[src/rtl/lift_car_ctrl.sv]
// Lift car controller: moves the car one level per MOVE_TICKS slowref ticks,
// stops at levels requested in the travel direction and clears the served lamp.
module lift_car_ctrl #(
  parameter int NLEVELS    = 4,
  parameter int MOVE_TICKS = 4,
  parameter int DOOR_TICKS = 8,
  localparam int LW        = (NLEVELS > 1) ? $clog2(NLEVELS) : 1
) (
  input  logic               clk,
  input  logic               resetb,
  input  logic               slowref,
  input  logic [NLEVELS-1:0] upreq,
  input  logic [NLEVELS-1:0] dnreq,
  output logic [NLEVELS-1:0] clrup,
  output logic [NLEVELS-1:0] clrdn,
  output logic [LW-1:0]      level,
  output logic               dir_up,
  output logic               moving,
  output logic               door_open
);

  typedef enum logic [1:0] {
    ST_IDLE,
    ST_MOVE,
    ST_DOOR
  } state_t;

  localparam int MAXT = (MOVE_TICKS > DOOR_TICKS) ? MOVE_TICKS : DOOR_TICKS;
  localparam int CW   = (MAXT > 1) ? $clog2(MAXT) : 1;
  localparam logic [CW-1:0] MOVE_LAST = CW'(MOVE_TICKS - 1);
  localparam logic [CW-1:0] DOOR_LAST = CW'(DOOR_TICKS - 1);
  localparam logic [LW-1:0] TOP_LEVEL = LW'(NLEVELS - 1);
  localparam logic [LW-1:0] BOT_LEVEL = '0;

  state_t          state_reg, state_next;
  logic [LW-1:0]   level_reg, level_next;
  logic            dir_reg, dir_next;
  logic            serve_reg, serve_next;
  logic [CW-1:0]   cnt_reg, cnt_next;
  logic            moving_reg, door_reg;

  logic [NLEVELS-1:0] req;
  logic [NLEVELS-1:0] above_vec;
  logic [NLEVELS-1:0] below_vec;
  logic [LW-1:0]      nl;
  logic               stop;
  logic               fwd_req;
  logic               door_tick;

  assign req = upreq | dnreq;

  // above_vec[i] / below_vec[i]: any request strictly above / below level i
  generate
    for (genvar gi = 0; gi < NLEVELS; gi++) begin : g_scan
      if (gi == NLEVELS - 1) begin : g_top
        assign above_vec[gi] = 1'b0;
      end else begin : g_not_top
        assign above_vec[gi] = |req[NLEVELS-1:gi+1];
      end
      if (gi == 0) begin : g_bot
        assign below_vec[gi] = 1'b0;
      end else begin : g_not_bot
        assign below_vec[gi] = |req[gi-1:0];
      end
    end
  endgenerate

  assign nl = dir_reg ? (level_reg + LW'(1)) : (level_reg - LW'(1));

  always_comb begin
    state_next = state_reg;
    level_next = level_reg;
    dir_next   = dir_reg;
    serve_next = serve_reg;
    cnt_next   = cnt_reg;
    stop       = 1'b0;
    fwd_req    = 1'b0;
    if (slowref) begin
      case (state_reg)
        ST_IDLE: begin
          cnt_next = '0;
          if (req[level_reg]) begin
            // Both lamps lit at this level: keep serving the current direction
            serve_next = (upreq[level_reg] && dnreq[level_reg]) ? dir_reg : upreq[level_reg];
            dir_next   = serve_next;
            state_next = ST_DOOR;
          end else if (above_vec[level_reg] && (dir_reg || !below_vec[level_reg])) begin
            dir_next   = 1'b1;
            state_next = ST_MOVE;
          end else if (below_vec[level_reg]) begin
            dir_next   = 1'b0;
            state_next = ST_MOVE;
          end
        end
        ST_MOVE: begin
          if (cnt_reg == MOVE_LAST) begin
            level_next = nl;
            cnt_next   = '0;
            fwd_req    = dir_reg ? upreq[nl] : dnreq[nl];
            if (dir_reg) begin
              stop = fwd_req || (nl == TOP_LEVEL) || !above_vec[nl];
            end else begin
              stop = fwd_req || (nl == BOT_LEVEL) || !below_vec[nl];
            end
            if (stop) begin
              state_next = ST_DOOR;
              // No lamp in the travel direction here: turn round and serve the other one
              if (fwd_req) begin
                serve_next = dir_reg;
              end else begin
                serve_next = !dir_reg;
                dir_next   = !dir_reg;
              end
            end
          end else begin
            cnt_next = cnt_reg + CW'(1);
          end
        end
        ST_DOOR: begin
          if (cnt_reg == DOOR_LAST) begin
            cnt_next   = '0;
            state_next = ST_IDLE;
          end else begin
            cnt_next = cnt_reg + CW'(1);
          end
        end
        default: begin
          state_next = ST_IDLE;
          cnt_next   = '0;
        end
      endcase
    end
  end

  always_ff @(posedge clk) begin
    if (!resetb) begin
      state_reg  <= ST_IDLE;
      level_reg  <= '0;
      dir_reg    <= 1'b1;
      serve_reg  <= 1'b1;
      cnt_reg    <= '0;
      moving_reg <= 1'b0;
      door_reg   <= 1'b0;
    end else begin
      state_reg  <= state_next;
      level_reg  <= level_next;
      dir_reg    <= dir_next;
      serve_reg  <= serve_next;
      cnt_reg    <= cnt_next;
      moving_reg <= (state_next == ST_MOVE);
      door_reg   <= (state_next == ST_DOOR);
    end
  end

  // Clears only pulse on slowref cycles so the lamp latches see exactly one per tick
  assign door_tick = slowref & (state_reg == ST_DOOR);

  generate
    for (genvar gi = 0; gi < NLEVELS; gi++) begin : g_clr
      assign clrup[gi] = door_tick &  serve_reg & (level_reg == LW'(gi));
      assign clrdn[gi] = door_tick & ~serve_reg & (level_reg == LW'(gi));
    end
  endgenerate

  assign level     = level_reg;
  assign dir_up    = dir_reg;
  assign moving    = moving_reg;
  assign door_open = door_reg;

endmodule

[config.mk]
export PLATFORM = sky130hd
export DESIGN_NAME = lift_car_ctrl
export DESIGN_NICKNAME = d
export VERILOG_FILES = /design/src/rtl/lift_car_ctrl.sv
export SDC_FILE = /design/constraint.sdc
export NUM_CORES = 1
export LEC_CHECK = 0
export CORE_ASPECT_RATIO = 1.2
export CORE_MARGIN = 1
export CORE_UTILIZATION = 40
export DETAILED_ROUTE_END_ITERATION = 10
export PLACE_DENSITY = 0.66
export SLEW_MARGIN = 30
export SYNTH_ARGS = -nofsm -noshare
export SYNTH_HDL_FRONTEND = slang
export SYNTH_SLANG_ARGS = --single-unit
[constraint.sdc]
create_clock -name clk -period 6.7 [get_ports clk]
set_input_delay 1.34 -clock clk [delete_from_list [all_inputs] [get_ports clk]]
set_output_delay 1.34 -clock clk [all_outputs]
set_load 0.03 [all_outputs]
* After elaboration in Yosys (flattened, before gate mapping)
Cells that the tools add are included.
Storage, ports and cells: register bits after elaboration 11, bits in latches 0, RAM bits 0, memory bits (read-only) 0, input port bits 11, output and inout bits 13, logic and storage cells 106, memories kept 0
Cells by class: add/sub/neg operators 3, multipliers 0, divide/modulo/power cells 0, magnitude comparators 2, equal/unequal tests 14, shifts and indexed selects 0, multiplexer cells 45, bitwise logic cells 13, reduce and logical (&&, ||, !) cells 22
Operators with widths (number):
- $mux 1 | 22
- $bmux 1 s2 | 9
- $mux 2 | 8
- $and 1x1->1 | 11
- $eq 2x2->1 const B | 5
- $reduce_and 5->1 | 2
- $eq 2x1->1 const B | 3
- $logic_not 2->1 | 3
- $lt 2x3->1 const B | 2
- $mux 3 | 2
- $pmux 2 s3 | 1
- $pmux 3 s2 | 1
- $reduce_or 3->1 | 2
- $logic_or 1x1->1 | 5
- $logic_not 1->1 | 4
- $ne 2x2->1 const B | 2
- $ne 4x4->1 const B | 1
- $or 4x4->4 | 1
- $pmux 1 s2 | 2
- $reduce_or 2->1 | 2
- $add 3x1->3 const B | 1
- $eq 3x2->1 const B | 1
- $eq 3x3->1 const B | 1
- $reduce_and 3->1 | 1
- other kinds (6) | 7

* Depth between registers and ports, before layout
depth after elaboration 16, gate-level depth with buffers 10, depth with buffers taken out 8

* Worst setup path before layout
No wires, ideal clock.
path type input port to output port, from input port slowref, to output port clrup[1], data arrival time 2147 ps, data required time 5360 ps, path slack 3213 ps, cell stages on the path 3, buffers on the path 1, path through clkbuf_1 > nand2_1 > nor2_1
Between the ends: word-level cells in the longest chain between the ends 3
RTL lines:
- start: declaration | RTL line 11 | input logic slowref,
- $and 1x1->1 | RTL line 156 | assign door_tick = slowref & (state_reg == ST_DOOR);
- $and 1x1->1 (2 in series) | RTL line 160 | assign clrup[gi] = door_tick & serve_reg & (level_reg == LW'(gi));
- end: declaration | RTL line 14 | output logic [NLEVELS-1:0] clrup,
Every way passes these cells.

* Final worst setup path
from input port slowref, to output port clrdn[1]
Between the ends: word-level cells in the longest chain between the ends 3
RTL lines:
- $and 1x1->1 | RTL line 156
- $and 1x1->1 (2 in series) | RTL line 161 | assign clrdn[gi] = door_tick & ~serve_reg & (level_reg == LW'(gi));
- end: declaration | RTL line 15 | output logic [NLEVELS-1:0] clrdn,
Every way passes these cells.

==> results by group <==
STA
  • # setup viols final: 0
  • Clk_skew: 0.01090 ns
  • Slew of the pin with the lowest slew margin: 0.6263 ns
  • Fin. Hold Viols: 0
  • Final cycle utilization of the critical path: 0.6684
  • Worst-case headroom to the max-slew limit: 0.5819
  • Max Freq: 223.3 MHz
  • RSZ-0062 raised after global routing: false
  • Final Max Tran Viols: 0
  • Worst hold slack: 0.5073 ns
  • Final critical path time including I/O delays and setup: 4.478 ns
  • Setup ws final: 2.222 ns
  • Setup TNS Final: 0 ns

Hold path
  • Class of the tightest hold or removal check: flop to flop
  • Worst hold stages: 2
  • Launch instance of the worst min-delay path: cnt_reg[1]
  • Terminating pin of the worst hold path: cnt_reg[1]

Logic synthesis
  • Area share of the largest cell type after synthesis: 0.1794
  • Count of state elements after synthesis: 11
  • Cell area after synthesis: 1227 um2
  • Yosys warns: 0
  • Synth area leaders: sky130_fd_sc_hd__dfxtp_1, sky130_fd_sc_hd__ha_1, sky130_fd_sc_hd__o21ai_0, sky130_fd_sc_hd__nand2_1, sky130_fd_sc_hd__nor2_1
  • Total nets after synthesis: 183
  • Mean Syn Cell Area: 7.671 um2
  • Share of synthesized area occupied by flip-flops and latches: 0.1794
  • Post-synthesis cell type count: 47
  • Share of flip-flops with an asynchronous set or reset: 0
  • Largest area contributor in the netlist: sky130_fd_sc_hd__dfxtp_1
  • Most instantiated flip-flop cell in the synthesis netlist: sky130_fd_sc_hd__dfxtp_1
  • Mapped Cells: 160
  • EDFF count, synth: 0

Die
  • Chip width: 52.57 um
  • Total number of placement rows: 21
  • Y dimension of the die: 62.68 um
  • Initial core utilization: 0.4286
  • # IOs: 24
  • Total Die Area: 3295 um2
  • Placeable Area: 2864 um2

Clock tree
  • Clock latency on the worst-skew pair: 0.27 ns
  • Number of buffers between clock root and the deepest sink: 2
  • Clock buffers created by TritonCTS: 3
  • Cts repair resizes: 0
  • Max H-tree Level: 1
  • CTS sink cnt: 11
  • Clock Pin Slew Worst Setup and Hold Paths: 0.07 ns
  • Buffer count from post-CTS setup fixing: 0
  • Hold-fix buffer count after cts: 0
  • CTS tree: built
  • Root buffer cell: sky130_fd_sc_hd__clkbuf_4

Power
  • Internal power component: 118.6 uW
  • Net Sw Frac: 0.3451
  • Max IR drop VDD: 0.00009621 V
  • Leakage power of the design: 0.5454 nW
  • Power density over cell area: 122.8 nW/um2
  • Share of total power in sequential cells: 0.405
  • Net Sw Power: 62.51 uW
  • Clock power share: 0.247
  • Logic pwr share: 0.347

GRT
  • Initial antenna violation count: 0
  • Remaining Overflow, GRT: 0
  • Wire length of the first global-routing pass: 5.257 mm
  • Pin count of the biggest net entering global routing: 17
  • Number of global-route vias before repair: 1186
  • Global-route usage over all layers: 0.2093

Route
  • Detailed-route vias per instance: 5.769
  • Detailed-route wire length: 3.130 mm
  • Initial DRC count: 36
  • Detailed-route wire length per cell: 14.76 um
  • Total vias in the final route: 1223
  • Remaining DRCs: 0
  • Antenna Nets Post-Route: 0
  • DRT Pass-1 Iters: 4

Setup path
  • Startpoint of the worst-slack reg-to-reg timing path: level[0]
  • Crit path launch type: input port
  • Flop-to-flop setup slack: 3.83 ns
  • Maximum fanout encountered on the critical timing path: 14
  • WP data arrival: 3.14 ns
  • Worst Reg2Reg Path Length in Cells: 8
  • Data required time at the worst endpoint: 5.36 ns
  • Kind of critical path: input port to primary output
  • R2R Path End: door_open
  • Worst Setup End Kind: primary output

Placed design
  • Routability congestion estimate: 0.8466
  • Port Buffers: 23
  • Final HPWL from detailed placement: 2.416 mm
  • Worst setup slack after placement: 2.259 ns
  • Standard cell area after detailed placement: 1449 um2

Flow run
  • Max cap viols: 0

Finish
  • Area added between synthesis and finish: 20.18%
  • Largest register FFs: 3
  • Fraction of final layout cells with drive strength greater than 1: 0.06742
  • Core utilization of the finished layout: 0.5151
  • Diode insertion count for antenna repair: 0
  • Number of nets in the layout: 202
  • Fillcell total: 270
  • Final std cell area, no fill: 1475 um2

Status
  • Status: complete, no violations
## layout by cell type, fill, tap and decap left out, types with 2 or more instances in the layout
cell	instances
sky130_fd_sc_hd__a22oi_1	2
sky130_fd_sc_hd__nor4b_1	2
sky130_fd_sc_hd__o21a_1	2
sky130_fd_sc_hd__and2_1	3
sky130_fd_sc_hd__nor2_1	15
sky130_fd_sc_hd__mux4_2	2
sky130_fd_sc_hd__nand3_1	3
sky130_fd_sc_hd__ha_1	12
sky130_fd_sc_hd__nor2b_1	4
sky130_fd_sc_hd__clkdlybuf4s50_1	23
sky130_fd_sc_hd__nand2b_1	4
sky130_fd_sc_hd__o2111ai_1	2
sky130_fd_sc_hd__nor4_1	4
sky130_fd_sc_hd__o21bai_1	2
sky130_fd_sc_hd__nand2_1	16
sky130_fd_sc_hd__dfxtp_1	11
sky130_fd_sc_hd__o21ai_2	2
sky130_fd_sc_hd__inv_1	13
sky130_fd_sc_hd__clkbuf_4	3
sky130_fd_sc_hd__nor3_1	7
sky130_fd_sc_hd__o211ai_1	2
sky130_fd_sc_hd__o21ai_0	13
sky130_fd_sc_hd__a21oi_1	7
## cells by family after synthesis
| kind of cell | synth area share |
|---|---|
| multiplexers | 0.06626 |
| AND/OR/NAND/NOR | 0.2926 |
| buffers and inverters | 0.08155 |
| flip-flops | 0.1794 |
| AO/OA/AOI/OAI | 0.2436 |
| adder cells (fa/ha/maj) | 0.1223 |
| XOR/XNOR | 0.01427 |
## worst max-delay path by stage
stage | slack, ns | depth (start not counted) | start | end
floorplan | 3.21 | 3 | slowref | clrup[1]
global placement | 2.33 | 4 | slowref | clrup[2]
detailed placement | 2.26 | 4 | slowref | clrdn[1]
CTS | 2.25 | 4 | slowref | clrdn[1]
global route | 2.17 | 4 | slowref | clrdn[1]
finish | 2.22 | 4 | slowref | clrdn[1]
## Yosys cell counts, types with 2 or more instances
master,count
sky130_fd_sc_hd__nor2b_1,4
sky130_fd_sc_hd__o2111ai_1,2
sky130_fd_sc_hd__nand3_1,3
sky130_fd_sc_hd__a22oi_1,2
sky130_fd_sc_hd__nor3_1,7
sky130_fd_sc_hd__ha_1,12
sky130_fd_sc_hd__and2_1,3
sky130_fd_sc_hd__buf_2,2
sky130_fd_sc_hd__o211ai_1,2
sky130_fd_sc_hd__clkbuf_1,5
sky130_fd_sc_hd__o21a_1,2
sky130_fd_sc_hd__o21ai_2,2
sky130_fd_sc_hd__o21bai_1,2
sky130_fd_sc_hd__nor2_1,15
sky130_fd_sc_hd__nor4b_1,2
sky130_fd_sc_hd__inv_1,13
sky130_fd_sc_hd__nand2b_1,4
sky130_fd_sc_hd__mux4_2,2
sky130_fd_sc_hd__buf_6,2
sky130_fd_sc_hd__a21oi_1,7
sky130_fd_sc_hd__dfxtp_1,11
sky130_fd_sc_hd__nor4_1,4
sky130_fd_sc_hd__o21ai_0,13
sky130_fd_sc_hd__nand2_1,16
## critical path: stages
cell and delay (ns):
sky130_fd_sc_hd__clkdlybuf4s50_1 0.73, sky130_fd_sc_hd__nand2b_1 0.19, sky130_fd_sc_hd__nor2_1 0.18, sky130_fd_sc_hd__clkdlybuf4s50_1 0.69
## per-layer routing
layer | part of all wire | vias to the layer above | routed length, um | track usage
li1 | - | 619 | - | -
met2 | 0.53 | 38 | 1655 | 0.3718
met1 | 0.42 | 560 | 1324 | 0.2410
met4 | 0.020 | 0 | 63 | 0.08882
met5 | 0 | - | 0 | 0
met3 | 0.027 | 6 | 86 | 0.02433
## power groups by stage
stage	Clock [mW]	Combinational, mW	Sequential (mW)
after floorplan	0	0.0396	0.0765
after global placement	0	0.0611	0.0746
after detailed placement	0	0.0619	0.0748
after CTS	0.0466	0.0623	0.0733
after global routing	0.0494	0.0688	0.0740
final	0.0448	0.0629	0.0734
## area by class of cell
type                    count  area (um2)  area share
clock buffers               4       26.28     0.01781
inverters                  13       48.80     0.03308
multi-input cells         127       907.1      0.6149
flip-flops and latches     11       220.2      0.1493
well taps                  34       42.54     0.02884
repair buffers             23       230.2      0.1561
## stage by stage
stage	power [mW]	cells
floorplan	0.1160	160
global placement	0.1358	208
detailed placement	0.1367	208
CTS	0.1823	212
global route	0.1922	212
finish	0.1812	212
Note: power is estimated with default switching activity, not from simulation.
